==> config.mk <==
export PLATFORM = sky130hd
export DESIGN_NAME = scalar_mul_ram_arbiter
export DESIGN_NICKNAME = d
export VERILOG_FILES = /design/src/rtl/scalar_mul_ram_arbiter.sv
export SDC_FILE = /design/constraint.sdc
export NUM_CORES = 1
export LEC_CHECK = 0
export CORE_AREA = 10 10 495 497
export CTS_BUF_LIST = sky130_fd_sc_hd__clkbuf_8
export CTS_CLUSTER_SIZE = 20
export DETAILED_ROUTE_END_ITERATION = 8
export DIE_AREA = 0 0 505 507
export PLACE_DENSITY = 0.3
export SLEW_MARGIN = 40
export SYNTH_ARGS = -nofsm -noshare
export SYNTH_HDL_FRONTEND = slang
export SYNTH_SLANG_ARGS = --single-unit
export TNS_END_PERCENT = 50
==> constraint.sdc <==
create_clock -name clk -period 1.6 [get_ports clk]
set_input_delay 0.24 -clock clk [delete_from_list [all_inputs] [get_ports clk]]
set_output_delay 0.24 -clock clk [all_outputs]
set_load 0.01 [all_outputs]
==> src/rtl/scalar_mul_ram_arbiter.sv <==
// scalar_mul_ram_arbiter
//   Two-requester round-robin arbiter in front of one port of the scalar
//   multiplier operand RAM. Requester 0 is the host/bus side and requester 1
//   is the point-arithmetic engine. Grants are combinational in the request
//   cycle, and each granted transaction completes in that same cycle. Read
//   data returns one cycle later, qualified by a per-requester rvalid. Writes
//   to STATUS_ADDR are granted but never reach the RAM, and err pulses in the
//   following cycle.
//
//   Optional build macro ARB_LOCK_EN adds req0_lock/req1_lock. A locked
//   owner keeps the grant for at most MAX_LOCK consecutive cycles.
//
// Ports
//   clk, rst            clock, synchronous active-high reset
//   reqN_req/we/addr/wdata   requester N transaction (held until reqN_gnt)
//   reqN_gnt            requester N granted this cycle (combinational)
//   reqN_rvalid         read data for requester N is on rdata
//   rdata               shared read data (ram_data_out passthrough)
//   err                 one-cycle pulse after a dropped STATUS_ADDR write
//   ram_w/adbus/data_in RAM port drive
//   ram_data_out        RAM read data (registered in the RAM)
//   reqN_lock           (ARB_LOCK_EN only) hold the grant while requesting
module scalar_mul_ram_arbiter #(
  parameter int DATA        = 256,
  parameter int ADDR        = 6,
  parameter int STATUS_ADDR = 0,
  parameter int MAX_LOCK    = 8
) (
  input  logic            clk,
  input  logic            rst,
  input  logic            req0_req,
  input  logic            req0_we,
  input  logic [ADDR-1:0] req0_addr,
  input  logic [DATA-1:0] req0_wdata,
  output logic            req0_gnt,
  output logic            req0_rvalid,
  input  logic            req1_req,
  input  logic            req1_we,
  input  logic [ADDR-1:0] req1_addr,
  input  logic [DATA-1:0] req1_wdata,
  output logic            req1_gnt,
  output logic            req1_rvalid,
`ifdef ARB_LOCK_EN
  input  logic            req0_lock,
  input  logic            req1_lock,
`endif
  output logic [DATA-1:0] rdata,
  output logic            err,
  output logic            ram_w,
  output logic [ADDR-1:0] ram_adbus,
  output logic [DATA-1:0] ram_data_in,
  input  logic [DATA-1:0] ram_data_out
);

  // last_q: index of the most recent winner; the other side wins contention.
  logic            last_q;
  logic            any_gnt;
  logic            win;
  logic            win_we;
  logic [ADDR-1:0] win_addr;
  logic [DATA-1:0] win_wdata;
  logic            status_hit;

`ifdef ARB_LOCK_EN
  localparam int CW = $clog2(MAX_LOCK + 1);
  // lock_cnt_q counts consecutive locked grants to last_q; zero means no
  // lock is currently owned.
  logic [CW-1:0] lock_cnt_q, lock_cnt_d;
  logic          hold, forced, other_req, win_lock;
`endif

  always_comb begin
    any_gnt = !rst && (req0_req || req1_req);
    // Contention goes to the side that did not win last; otherwise the
    // lone requester wins.
    win     = (req0_req && req1_req) ? ~last_q : req1_req;
`ifdef ARB_LOCK_EN
    hold      = (lock_cnt_q != '0) &&
                (last_q ? (req1_lock && req1_req) : (req0_lock && req0_req));
    forced    = hold && (lock_cnt_q == CW'(MAX_LOCK));
    other_req = last_q ? req0_req : req1_req;
    // Forced release only hands over if the other side actually wants it.
    if (hold) win = (forced && other_req) ? ~last_q : last_q;
    win_lock  = win ? req1_lock : req0_lock;
    lock_cnt_d = '0;
    if (any_gnt && win_lock)
      lock_cnt_d = (win == last_q && hold && !forced) ? lock_cnt_q + CW'(1) : CW'(1);
`endif
    win_we    = win ? req1_we    : req0_we;
    win_addr  = win ? req1_addr  : req0_addr;
    win_wdata = win ? req1_wdata : req0_wdata;
    status_hit = (win_addr == ADDR'(STATUS_ADDR));
  end

  assign req0_gnt    = any_gnt && !win;
  assign req1_gnt    = any_gnt &&  win;
  assign ram_w       = any_gnt && win_we && !status_hit;
  assign ram_adbus   = any_gnt ? win_addr  : '0;
  assign ram_data_in = any_gnt ? win_wdata : '0;
  assign rdata       = ram_data_out;

  always_ff @(posedge clk) begin
    if (rst) begin
      last_q      <= 1'b1;
      req0_rvalid <= 1'b0;
      req1_rvalid <= 1'b0;
      err         <= 1'b0;
    end else begin
      if (any_gnt) last_q <= win;
      req0_rvalid <= req0_gnt && !req0_we;
      req1_rvalid <= req1_gnt && !req1_we;
      err         <= any_gnt && win_we && status_hit;
    end
  end

`ifdef ARB_LOCK_EN
  always_ff @(posedge clk) begin
    if (rst) lock_cnt_q <= '0;
    else     lock_cnt_q <= lock_cnt_d;
  end
`endif

endmodule

# Word-level counts from Yosys, hierarchy flattened
# Index checks and enable logic that the tools add are counted.
# totals
ff_bits	4
in_bits	786
output_inout_bits	524
elab_cells	27
# op_classes
muxes	6
bitwise_logic	1
reduce_logical	16
# ops
op	n
$mux W256	2
$mux W6	2
$logic_and A1 B1 Y1	9
$logic_not A6 Y1	1
$logic_not A1 Y1	5
$mux W1	2
$logic_or A1 B1 Y1	1
$not A1 Y1	1

# Depth between registers and ports, before layout
# logic_depth
ltp_word	6
depth_mapped	7
ltp_nobuf	3

# Worst setup path after synthesis
# OpenSTA, ideal clock, no wires.
# synth_path
kind	reg2out
startpoint	register last_q
endpoint	output ram_data_in[100]
arrival_ns	1.420
required_ns	1.360
slack_ns	-0.060
path_stages_with_launch	8
n_path_buf	4
path_cell_list	dfxtp_1 > nand2b_1 > buf_2 > and3b_1 > buf_6 > buf_6 > buf_6 > a22o_1
# synth_between
elab_chain_len	4
# synth_rtl
element	line	rtl
start, declared	56	logic last_q;
start signal, assigned	109	if (any_gnt) last_q <= win;
$not A1 Y1	76	win = (req0_req && req1_req) ? ~last_q : req1_req;
$mux W1	76	
$mux W256	91	win_wdata = win ? req1_wdata : req0_wdata;
$mux W256	99	assign ram_data_in = any_gnt ? win_wdata : '0;
end, declared	51	output logic [DATA-1:0] ram_data_in,
# No other way between the ends.

# Final worst setup path
# layout_path
startpoint	register last_q
endpoint	output ram_data_in[110]
# The elaborated chain is that of the path after synthesis.

==> reports/qor.csv <==
stage,metric,value,unit
floorplanning,core-area,235000,µm²
min_path,hp-class,in -> out,
final_layout,n_fill_cell,27396,
setup_path,rr_worst_depth,6,
logic_synthesis,synth_warnings,0,
logic_synthesis,post_synth_num_cell_types,20,
flow_run,max_cap_viol_count,0,
clock_network,clk_path_buf_depth,2,
clock_network,cts_max_level,1,
sta,max_slew_margin,0.655,
logic_synthesis,synth_top_area_share,0.450,
status,violations,setup timing,
final_layout,post_route_cells_drive_above_1_share,0.437,
grt,grt_pass1_wl,205000,µm
final_layout,final_common_cell,clkdlybuf4s50_1,
sta,setup_slack,-0.812,ns
logic_synthesis,syn-num-nets,1392,
detailed_routing,drc,0,
setup_path,crit_fanout,6,
grt,grtUsageTotal,0.134,
sta,rsz0062_at_grt,yes,
status,outcome,"finished, violations left",
setup_path,cp_data_required_time,1.36,ns
setup_path,start_kind,register,
logic_synthesis,syn_inst,606,
floorplanning,die-area,256000,µm²
detailed_routing,drt-vias-per-instance,2.17,
setup_path,worst_setup_path_end_kind,output port,
detailed_routing,ant_nets,0,
logic_synthesis,synth-seq-cells,4,
clock_network,cts_num_sinks,4,
clock_network,clkLatencyLatePin,0.24,ns
min_path,hold_depth,0,
sta,fin_hold_ws,0.480,ns
grt,grt_overflow,0,
setup_path,crit_arrival,2.17,ns
grt,grt_max_degree,29,
pwr,p_leak,6.76,nW
sta,slew_viol_final,0,
clock_network,postCtsHoldBufs,0,
logic_synthesis,synth_top_cells_by_area,"a22o_1 45%, buf_4 42%, buf_6 5.9%",
clock_network,cts_tree,yes,
sta,period_needed,2.41,ns
placement,io_buffers,797,
sta,worst_slew_pin_slew,0.511,ns
grt,antenna_found_initial,222,
final_layout,fin_util,0.0810,
logic_synthesis,syn_avg_cell_area,8.22,µm²
final_layout,area_growth,282,%
setup_path,path_class,reg -> out,
sta,fin_worst_skew,0.0112,ns
logic_synthesis,syn_area,4980,µm²
clock_network,clock-root-buffer,clkbuf_8,
floorplanning,core.rowCount,178,
pwr,ir_drop,0.000138,V
sta,maxClockFrequency,415,MHz
placement,hpwl,170000,µm
final_layout,nets,2059,
final_layout,seqCellArea,83.8,µm²
floorplanning,fp.dieH,507,µm
floorplanning,num_io_pins,1310,
detailed_routing,drt-initial-drc-count,748,
clock_network,cts_inserted_buffers,3,
sta,final_hold_viol_count,0,
pwr,powerDensity,321,nW/µm²
placement,dp_slack,-2.00,ns
sta,timing.final.crit_share,1.51,
clock_network,path_clk_slew,0.05,ns
final_layout,final_cell_mix,"540 x clkdlybuf4s50_1, 151 x buf_12, 147 x a22o_1",
sta,setup_viol,266,
logic_synthesis,synth-seq-area-share,0.0161,
grt,grt_pass1_vias,9086,
placement,place_congestion,0.966,
detailed_routing,wirelength,183000,µm
detailed_routing,drt_pass1_iterations,5,
floorplanning,start_util,0.0212,
final_layout,multi_input_area,3470,µm²
detailed_routing,vias,9708,
floorplanning,die_x,505,µm
detailed_routing,wl_per_cell,40.9,µm
logic_synthesis,yosysTopAreaCell,a22o_1,
-- where the power goes --
group          leakage, nW  total (mW)  internal, mW  switching, mW
combinational         6.70        5.74          3.25           2.48
sequential          0.0328       0.107         0.104        0.00332
clock               0.0218       0.261         0.165         0.0964
-- Yosys cell counts, drive strengths merged --
library cell	n
nor4bb	1
or4	2
o21ai	1
nor2	7
and3b	1
clkbuf	1
dfxtp	4
nor4	1
a21boi	1
nand3	1
a32oi	7
a22o	256
nand2	1
buf	316
a211oi	1
nand2b	2
nor2b	3
-- stage by stage --
step	power [mW]	cell area [µm²]	TNS, ns	instances
after floorplan	1.77	5010	-4.22	606
after global placement	5.31	16700	-397.89	4343
after detailed placement	5.25	16700	-383.14	4343
after CTS	6.09	18300	-204.72	4400
after global routing	6.34	18900	-193.15	4431
final	6.11	19000	-167.77	4464
-- logic make-up (layout without fill, tap and decap cells) --
group                  after synthesis  count (layout)  synth area share
buffers and inverters              317             982             0.492
AO/OA/AOI/OAI                      266             266             0.470
other                                0              43                 0
AND/OR/NAND/NOR                     19              19            0.0221
flip-flops                           4               4            0.0161
-- layout make-up --
class / instances / area share
diodes: 43 / 0.00566
multi-input cells: 285 / 0.183
well taps: 3150 / 0.207
repair buffers: 979 / 0.598
clock buffers: 3 / 0.00217
flip-flops and latches: 4 / 0.00441
-- final timing paths --
path / from / to / slack (ns)
worst max register to register: last_q / err / -0.16
worst min-delay path: ram_data_out[144] / rdata[144] / 0.48
worst max-delay path: last_q / ram_data_in[110] / -0.81
worst min register to register: last_q / last_q / 0.62
-- worst max-delay path, cell delays in order, from the launching register on --
cell and delay, ns:
dfxtp_4 0.35, a21boi_4 0.19, nor2b_4 0.20, buf_12 0.18, buf_6 0.17, buf_16 0.14, buf_12 0.11, buf_16 0.12
a22o_4 0.22, buf_12 0.14
-- layer usage --
metal  GRT usage  vias to the layer above  part of all wire
li1            -                     3466                 -
met1       0.137                     4392              0.34
met2       0.194                     1146              0.40
met3       0.130                      514              0.21
met4      0.0301                      190             0.035
met5     0.00666                        -            0.0083
-- sequential cells by signal (all words and copies together) (netlist names) --
signal	count
err	1
last_q	1
req0_rvalid	1
req1_rvalid	1
-- timing repair --
item	in CTS	in global routing
cloned	14	6
pin swaps	22	47
setup buffers	40	26
endpoints found under the hold margin	0	0
setup endpoints to repair	268	266
resized for setup	561	254
Note: power is estimated with default switching activity, not from simulation.
